**src/rtl/sound_decoder.sv**
```systemverilog
// sound_decoder
// Decodes the 1-bit audio stream of a raster-timed sound generator into a
// per-line level, a half-period measurement in lines and a silence flag.
// All measurements are taken at the line end (x == H_LAST).
//
// Optional feature: define SOUND_DECODER_PEAK_EN to build a peak-hold meter
// that tracks the maximum line level and decays by 1/8 once per frame
// (at the line end of the last line, y == V_LAST). Without the macro the
// peak output is tied to zero and no peak register exists.
//
// SILENCE_LINES must lie in 2..255; it is compared against the low-run
// length, which starts at 1 and grows by one per inactive line.

module sound_decoder #(
    parameter int H_LAST        = 799,
    parameter int V_LAST        = 524,
    parameter int SILENCE_LINES = 255
) (
    input  logic       clk,
    input  logic       rst_n,
    input  logic       sound,
    input  logic [9:0] x,
    input  logic [9:0] y,
    output logic [9:0] level,
    output logic       level_valid,
    output logic [7:0] half_period,
    output logic       period_valid,
    output logic       silent,
    output logic [9:0] peak
);

    typedef enum logic [1:0] {
        ST_SILENT   = 2'd0,
        ST_HIGH_RUN = 2'd1,
        ST_LOW_RUN  = 2'd2
    } state_t;

    localparam logic [9:0] H_LAST_V        = 10'(H_LAST);
    localparam logic [8:0] SILENCE_LINES_V = 9'(SILENCE_LINES);
    localparam logic [7:0] RUN_MAX         = 8'hFF;

    // Line-level accumulator and the level it produces at the line end.
    logic [9:0] acc_q;
    logic [9:0] new_level;
    logic       line_end;
    logic       line_active;

    // Run-length FSM state.
    state_t     state_q, state_d;
    logic [7:0] run_q, run_d;
    logic [7:0] half_period_d;
    logic       period_valid_d;
    logic [8:0] run_inc;
    logic       silence_hit;

    // The sample on the line-end cycle is folded into the completed line,
    // so the captured level is the accumulator plus the current sample.
    assign line_end    = (x == H_LAST_V);
    assign new_level   = acc_q + {9'd0, sound};
    assign line_active = (new_level != 10'd0);

    // Run length one wider than the counter so the silence compare never wraps.
    assign run_inc     = {1'b0, run_q} + 9'd1;
    assign silence_hit = (run_inc == SILENCE_LINES_V);

    // Accumulate samples within a line; publish the count at the line end.
    always_ff @(posedge clk) begin
        if (!rst_n) begin
            acc_q       <= 10'd0;
            level       <= 10'd0;
            level_valid <= 1'b0;
        end else begin
            // NOTE: non-blocking assignments keep every register sampling the
            // pre-edge values, so acc_q and level update together without races.
            level_valid <= line_end;
            if (line_end) begin
                level <= new_level;
                acc_q <= 10'd0;
            end else begin
                acc_q <= new_level;
            end
        end
    end

    // FSM state, run counter and half-period registers.
    always_ff @(posedge clk) begin
        if (!rst_n) begin
            state_q      <= ST_SILENT;
            run_q        <= 8'd0;
            half_period  <= 8'd0;
            period_valid <= 1'b0;
        end else begin
            state_q      <= state_d;
            run_q        <= run_d;
            half_period  <= half_period_d;
            period_valid <= period_valid_d;
        end
    end

    // Next-state logic: classify the finished line and extend or close the run.
    always_comb begin
        // NOTE: every output of this block gets a default first; a path that
        // skipped an assignment would otherwise infer a latch.
        state_d        = state_q;
        run_d          = run_q;
        half_period_d  = half_period;
        period_valid_d = 1'b0;

        if (line_end) begin
            case (state_q)
                ST_SILENT: begin
                    if (line_active) begin
                        state_d = ST_HIGH_RUN;
                        run_d   = 8'd1;
                    end
                end

                ST_HIGH_RUN: begin
                    if (line_active) begin
                        // Long tones saturate instead of wrapping to a short period.
                        run_d = (run_q == RUN_MAX) ? run_q : run_inc[7:0];
                    end else begin
                        half_period_d  = run_q;
                        period_valid_d = 1'b1;
                        state_d        = ST_LOW_RUN;
                        run_d          = 8'd1;
                    end
                end

                ST_LOW_RUN: begin
                    if (line_active) begin
                        half_period_d  = run_q;
                        period_valid_d = 1'b1;
                        state_d        = ST_HIGH_RUN;
                        run_d          = 8'd1;
                    end else if (silence_hit) begin
                        // A long enough quiet stretch ends the tone altogether.
                        half_period_d  = 8'd0;
                        period_valid_d = 1'b1;
                        state_d        = ST_SILENT;
                        run_d          = 8'd0;
                    end else begin
                        run_d = run_inc[7:0];
                    end
                end

                default: begin
                    state_d = ST_SILENT;
                    run_d   = 8'd0;
                end
            endcase
        end
    end

    assign silent = (state_q == ST_SILENT);

`ifdef SOUND_DECODER_PEAK_EN
    logic [9:0] peak_q;
    logic [9:0] peak_base;

    // Frame boundary decays the held peak by 1/8 before the new level is applied.
    always_comb begin
        peak_base = peak_q;
        if (y == 10'(V_LAST)) begin
            peak_base = peak_q - (peak_q >> 3);
        end
    end

    // Peak hold: keep the larger of the (possibly decayed) peak and the new level.
    always_ff @(posedge clk) begin
        if (!rst_n) begin
            peak_q <= 10'd0;
        end else if (line_end) begin
            peak_q <= (new_level > peak_base) ? new_level : peak_base;
        end
    end

    assign peak = peak_q;
`else
    // y only feeds the frame decay of the peak meter.
    logic unused_y;
    assign unused_y = ^y;

    assign peak = 10'd0;
`endif

endmodule

```
**config.mk**
```make
export PLATFORM = sky130hd
export DESIGN_NAME = sound_decoder
export DESIGN_NICKNAME = d
export VERILOG_FILES = /design/src/rtl/sound_decoder.sv
export SDC_FILE = /design/constraint.sdc
export NUM_CORES = 1
export LEC_CHECK = 0
export ABC_AREA = 1
export CAP_MARGIN = 25
export CORE_UTILIZATION = 57
export CTS_BUF_LIST = sky130_fd_sc_hd__clkbuf_8
export CTS_CLUSTER_DIAMETER = 150
export DETAILED_ROUTE_END_ITERATION = 16
export PLACE_DENSITY = 0.94
export SETUP_SLACK_MARGIN = 0.05
export SYNTH_ARGS = -nofsm -noshare
export SYNTH_HDL_FRONTEND = slang
export SYNTH_SLANG_ARGS = --single-unit
```
**constraint.sdc**
```tcl
create_clock -name clk -period 4.3 [get_ports clk]
set_input_delay 1.075 -clock clk [delete_from_list [all_inputs] [get_ports clk]]
set_output_delay 1.075 -clock clk [all_outputs]
set_load 0.01 [all_outputs]
```
==> results of run 1 <==
[cell usage after synthesis (all sizes together) (2+ instances only)]
cell type	instances
dfxtp	40
nand3	52
and2	3
clkbuf	5
nand3b	2
buf	13
a21oi	16
nand4	4
inv	60
clkinv	2
ha	8
nor2	53
nand2	113
o21ai	13
[kinds of logic after synthesis]
family / Yosys count
AOI/OAI and AO/OA: 32
DFF: 40
and+or+nand+nor: 228
buffers and inverters: 80
adders and majority gates: 8
other: 1
[layout make-up]
type / count / area [um^2]
clock buffers: 7 / 96.3
clock inverters: 1 / 30.0
fillers: 321 / 1160
inverters: 62 / 233
multi-input cells: 278 / 1370
flip-flops and latches: 40 / 801
well taps: 50 / 62.6
repair buffers: 34 / 338
[metrics by stage]
stage               power, mW  instances  setup slack (ps)  instance area [um^2]
finish                  0.782        472               939                  2930
global route            0.806        472               700                  2930
CTS                     0.781        472               949                  2930
detailed placement      0.447        464               659                  2800
global placement        0.445        464               758                  2800
floorplan               0.436        398              1490                  2520
[final timing paths]
path,end,cells past startpoint
min,level[4],2
max,half_period[1],16
max reg2reg,half_period[1],15
min reg2reg,level[4],2
[critical path, stage by stage]
cell and delay [ps]:
clkdlybuf4s50_1 470, ha_1 250, ha_1 260, nand3_1 120, nor2_1 130, nand2_1 70, nand2_1 110, nand2_1 110
nor2_4 130, nand3_4 190, nor2_4 170, inv_1 160, nand2_1 90, inv_1 40, o21ai_1 150, nor2_2 40
[power breakdown]
| group | switching [mW] | internal, mW |
|---|---|---|
| logic | 0.0424 | 0.0237 |
| clock network | 0.137 | 0.205 |
| registers | 0.00119 | 0.372 |
| total | 0.181 | 0.601 |
[state kept, by name, indices dropped and copies added (netlist names)]
| signal | cells |
|---|---|
| acc_q | 10 |
| half_period | 8 |
| level | 10 |
| level_valid | 1 |
| period_valid | 1 |
| run_q | 8 |
| state_q | 2 |
[metal layers]
| layer | vias up | global-route usage |
|---|---|---|
| met5 | - | 0 |
| met4 | 0 | 0.120 |
| met3 | 9 | 0.0417 |
| met2 | 119 | 0.442 |
| met1 | 1094 | 0.346 |
| li1 | 1259 | - |
==> run_results.csv, run 1 <==
group,metric,value,unit
synth,synth_cells,389,
clocking,htree_levels,2,
power_and_ir_drop,power_density,267,nW/um^2
job,max_cap_violations,0,
timing,max_freq,298,MHz
cells_and_area,final_common_cell,"nand2_1",
status,status,"completed",
grt,grt_pass1_vias,2128,
cells_and_area,drive_above_1_share,0.0877,
grt,grt_max_degree,23,
timing,grt_setup_unrepaired,"no",
power_and_ir_drop,power.leakage,1.32,nW
placement,dpl.hpwl,3910,um
placement,portBuffers,33,
detailed_routing,num_vias,2481,
setup_path,critPathRequiredTime,4500,ps
detailed_routing,highest_layer,"met4",
synth,synth_edf_count,0,
detailed_routing,remaining_drc_errors,0,
clocking,clock_path_buffers,2,
clocking,cts_setup_buffers,0,
setup_path,arrival,3560,ps
detailed_routing,ant_nets,0,
detailed_routing,dr_wl_met2,2650,um
floorplan,design.core.area,4090,um^2
setup_path,rr_startpoint,"acc_q[0]",
synth,ys_seq_area_frac,0.322,
clocking,clk_pin_slew,80,ps
setup_path,startpoint,"sound",
synth,synth_simple_gate_area_frac,0.427,
clocking,cts_made_buffers,5,
synth,yosys.area.top_type_share,0.322,
grt,antenna_found_initial,0,
clocking,clock_latency,300,ps
grt,grt_pass1_wl,9430,um
power_and_ir_drop,max-vdd-ir-drop,0.123,mV
detailed_routing,routed_wl,5640,um
timing,holdWs,491,ps
setup_path,rrSetupSlack,1880,ps
cells_and_area,final_nets,452,
synth,synthArstFlopShare,0,
floorplan,start_util,0.609,
cells_and_area,final_util,0.716,
worst_hold_path,hp-start,"level[4]",
grt,gr-total-overflow,0,
grt,grt_usage,0.270,
detailed_routing,first_iter_violations,273,
detailed_routing,routed-wl-met3,431,um
floorplan,rows,23,
synth,synthTopCellsByArea,"dfxtp_1 32%, nand2_1 16%, nand3_1 9.7%",
detailed_routing,wl_per_cell,11.9,um
detailed_routing,avgViaCountPerCell,5.26,
detailed_routing,wl_met1,2470,um
timing,setup_tns,0,ps
synth,avgSynthCellArea,6.40,um^2
cells_and_area,diodes,0,
setup_path,crit_path_end_kind,"register",
synth,synth_xor_area_frac,0,
synth,yosysTopAreaCell,"dfxtp_1",
clocking,cts_resized,0,
timing,maxSlewViolCount,0,
synth,synth_compound_area_frac,0.0674,
synth,ys.flop_type,"dfxtp_1",
synth,synth_top_family_by_area,"simple AND/OR/NAND/NOR gates",
worst_hold_path,hold_path.class,"register to register",
synth,yosys_warnings,0,
timing,min_period,3360,ps
clocking,cts_tree,"done",
floorplan,die_x,68.1,um
setup_path,critPathLaunchType,"input port",
floorplan,io_pins,54,
timing,final.period_utilization,0.782,
placement,gp_congestion,0.902,
synth,ys_types,29,
setup_path,critPathKind,"input port to register",
floorplan,dieArea,4630,um^2
cells_and_area,area_growth,17.6,%
setup_path,path_max_fanout,13,
clocking,cts_hold_buffers,0,
timing,hold_viol_final,0,
timing,setup_viol,0,
synth,synth.area.mux_share,0,
detailed_routing,drtPass1Iterations,5,
synth,synth-adder-area-share,0.0402,
clocking,root_buffer,"clkbuf_8",
synth,synth_seq_cells,40,
timing,finalClockSkew,5.00,ps
cells_and_area,mostFrequentLayoutCells,"108 x nand2_1, 55 x inv_1, 48 x nand3_1",
floorplan,die_height,68.1,um
synth,syn_area,2490,um^2
clocking,clock_sinks,40,
(Power assumes the default switching activity.)
==> run 2, diff against run 1 <==
Settings changed: CORE_UTILIZATION 57 to 48, PLACE_DENSITY 0.94 to 0.85.
Clock period 4.3 ns to 3 ns, I/O delays scaled along.
==> run 2 against run 1 <==
Net effect: die area grew 18%; non-clock buffer count up 15; cell count is 6.8% higher; clock power is 29% higher; critical path type unchanged; largest power group unchanged.
==> run_results.csv, run 2 (same netlist as run 1, synthesis figures left out) <==
group,metric,value,unit
status,status,"completed",
clocking,cts_hold_buffers,0,
power_and_ir_drop,switching_share,0.240,
grt,antenna_found_initial,0,
detailed_routing,first_iter_violations,257,
timing,grt_setup_unrepaired,"no",
clocking,clock_sinks,40,
setup_path,arrival,2700,ps
detailed_routing,wl_per_cell,11.6,um
setup_path,critPathRequiredTime,3190,ps
clocking,cts_made_buffers,5,
floorplan,die_x,74.0,um
detailed_routing,remaining_drc_errors,0,
power_and_ir_drop,power_frac_seq,0.485,
setup_path,critPathKind,"input port to register",
placement,placed_area,2900,um^2
grt,grt_usage,0.221,
floorplan,rows,25,
detailed_routing,ant_nets,0,
setup_path,rrSetupSlack,730,ps
detailed_routing,num_vias,2550,
floorplan,dieArea,5480,um^2
cells_and_area,fin_area,3120,um^2
cells_and_area,nFillCells,419,
power_and_ir_drop,max-vdd-ir-drop,0.201,mV
timing,min_period,2510,ps
cells_and_area,final_nets,467,
timing,holdWs,485,ps
cells_and_area,multi_input_area,1440,um^2
clocking,root_buffer,"clkbuf_8",
grt,gr-total-overflow,0,
grt,grt_pass1_vias,2261,
cells_and_area,final_common_cell,"nand2_1",
cells_and_area,area_growth,25.5,%
floorplan,design.core.area,4850,um^2
grt,grt_max_degree,22,
floorplan,io_pins,54,
power_and_ir_drop,p_switching,266,uW
floorplan,die_height,74.0,um
power_and_ir_drop,power.leakage,1.39,nW
worst_hold_path,min_path_cells,2,
placement,portBuffers,33,
cells_and_area,diodes,0,
detailed_routing,drtPass1Iterations,5,
power_and_ir_drop,power.total,1.11,mW
detailed_routing,avgViaCountPerCell,5.06,
power_and_ir_drop,comb_power_share,0.117,
job,max_cap_violations,0,
floorplan,start_util,0.513,
worst_hold_path,hold_path.class,"register to register",
placement,dpl.hpwl,3980,um
setup_path,critPathLaunchType,"input port",
power_and_ir_drop,power_density,354,nW/um^2
setup_path,rr_startpoint,"acc_q[0]",
power_and_ir_drop,pwr-share-clk,0.398,
detailed_routing,routed_wl,5860,um
clocking,cts_tree,"done",
grt,grt_pass1_wl,9450,um
clocking,htree_levels,2,
cells_and_area,top_regs,"acc_q x10, level x10",
cells_and_area,final_util,0.644,
setup_path,timing.rr.end,"half_period[3]",
timing,max_freq,399,MHz
timing,final.period_utilization,0.836,
cells_and_area,regArea,801,um^2
clocking,clk_pin_slew,80,ps
timing,hold_viol_final,0,
setup_path,path_max_fanout,8,
clocking,clock_latency,300,ps
cells_and_area,drive_above_1_share,0.153,
worst_hold_path,worstHoldEndpoint,"level[7]",
setup_path,reg2reg_depth,15,
cells_and_area,mostFrequentLayoutCells,"102 x nand2_1, 54 x inv_1, 46 x nand3_1",
power_and_ir_drop,p_int,840,uW
setup_path,crit_path_end_kind,"register",
placement,gp_congestion,0.866,
timing,setup_viol,0,
timing,maxSlewViolCount,0,
clocking,clock_path_buffers,2,
worst_hold_path,hp-start,"level[7]",
timing,finalClockSkew,6.84,ps
-- run 2: cell types whose count changed in the layout (fill, tap and decap cells not counted), moves of 3 or more --
cell / before / now
buf_4: 1 / 15
nor2_4: 5 / 8
nand2_1: 108 / 102
nand2_2: 5 / 11
-- run 2: worst max-delay path: stages --
cell and delay [ps]:
dlymetal6s2s_1 100, ha_2 220, ha_4 160, nand3_2 90, nor2_2 150, nand2_1 70
nand2_2 80, nand2_2 80, nor2_4 140, nand3_4 130, nor2_4 180, clkinvlp_4 200
nand2_2 90, inv_1 40, o21ai_1 170, nor2_2 40
-- run 2: power groups by stage --
stage | Clock [mW] | Sequential (mW) | Combinational (mW)
after global placement | 0 | 0.547 | 0.103
after detailed placement | 0 | 0.548 | 0.106
final | 0.440 | 0.536 | 0.129
after floorplan | 0 | 0.547 | 0.0781
after CTS | 0.446 | 0.535 | 0.106
after global routing | 0.467 | 0.537 | 0.140
-- run 2: area by class of cell --
cell class	instances	area share
well taps	67	0.0268
clock inverters	3	0.0136
inverters	62	0.0757
multi-input cells	278	0.459
clock buffers	5	0.0220
repair buffers	49	0.146
flip-flops and latches	40	0.256
-- run 2: worst max-delay path by stage --
stage | to | cells after the start | from | slack (ps)
after detailed placement | half_period[3] | 16 | sound | -140
after global placement | half_period[3] | 15 | sound | -70
after floorplan | half_period[3] | 15 | sound | 520
after CTS | half_period[3] | 16 | sound | 140
after global routing | half_period[1] | 16 | sound | 370
final | half_period[3] | 16 | sound | 490
-- run 2: layer usage --
layer	vias to the layer above	part of all wire	wire length, um	global-route usage
met4	0	0.016	95	0.0855
met1	1147	0.44	2580	0.283
met2	110	0.48	2800	0.367
met3	13	0.064	374	0.0434
li1	1280	-	-	-
met5	-	0	0	0
-- run 2: what timing repair did --
| item | 4_1_cts | 5_1_grt |
|---|---|---|
| setup buffers | 0 | 5 |
| resized for setup | 0 | 21 |
| endpoints found under the setup margin | 0 | 15 |
-- run 2: through the flow --
step | worst slack [ps] | setup TNS [ps] | cells
6_report | 491 | 0 | 504
5_1_grt | 369 | 0 | 504
4_1_cts | 145 | 0 | 499
3_5_place_dp | -139 | -1370 | 491
3_3_place_gp | -74.9 | -282 | 491
2_1_floorplan | 515 | 0 | 398
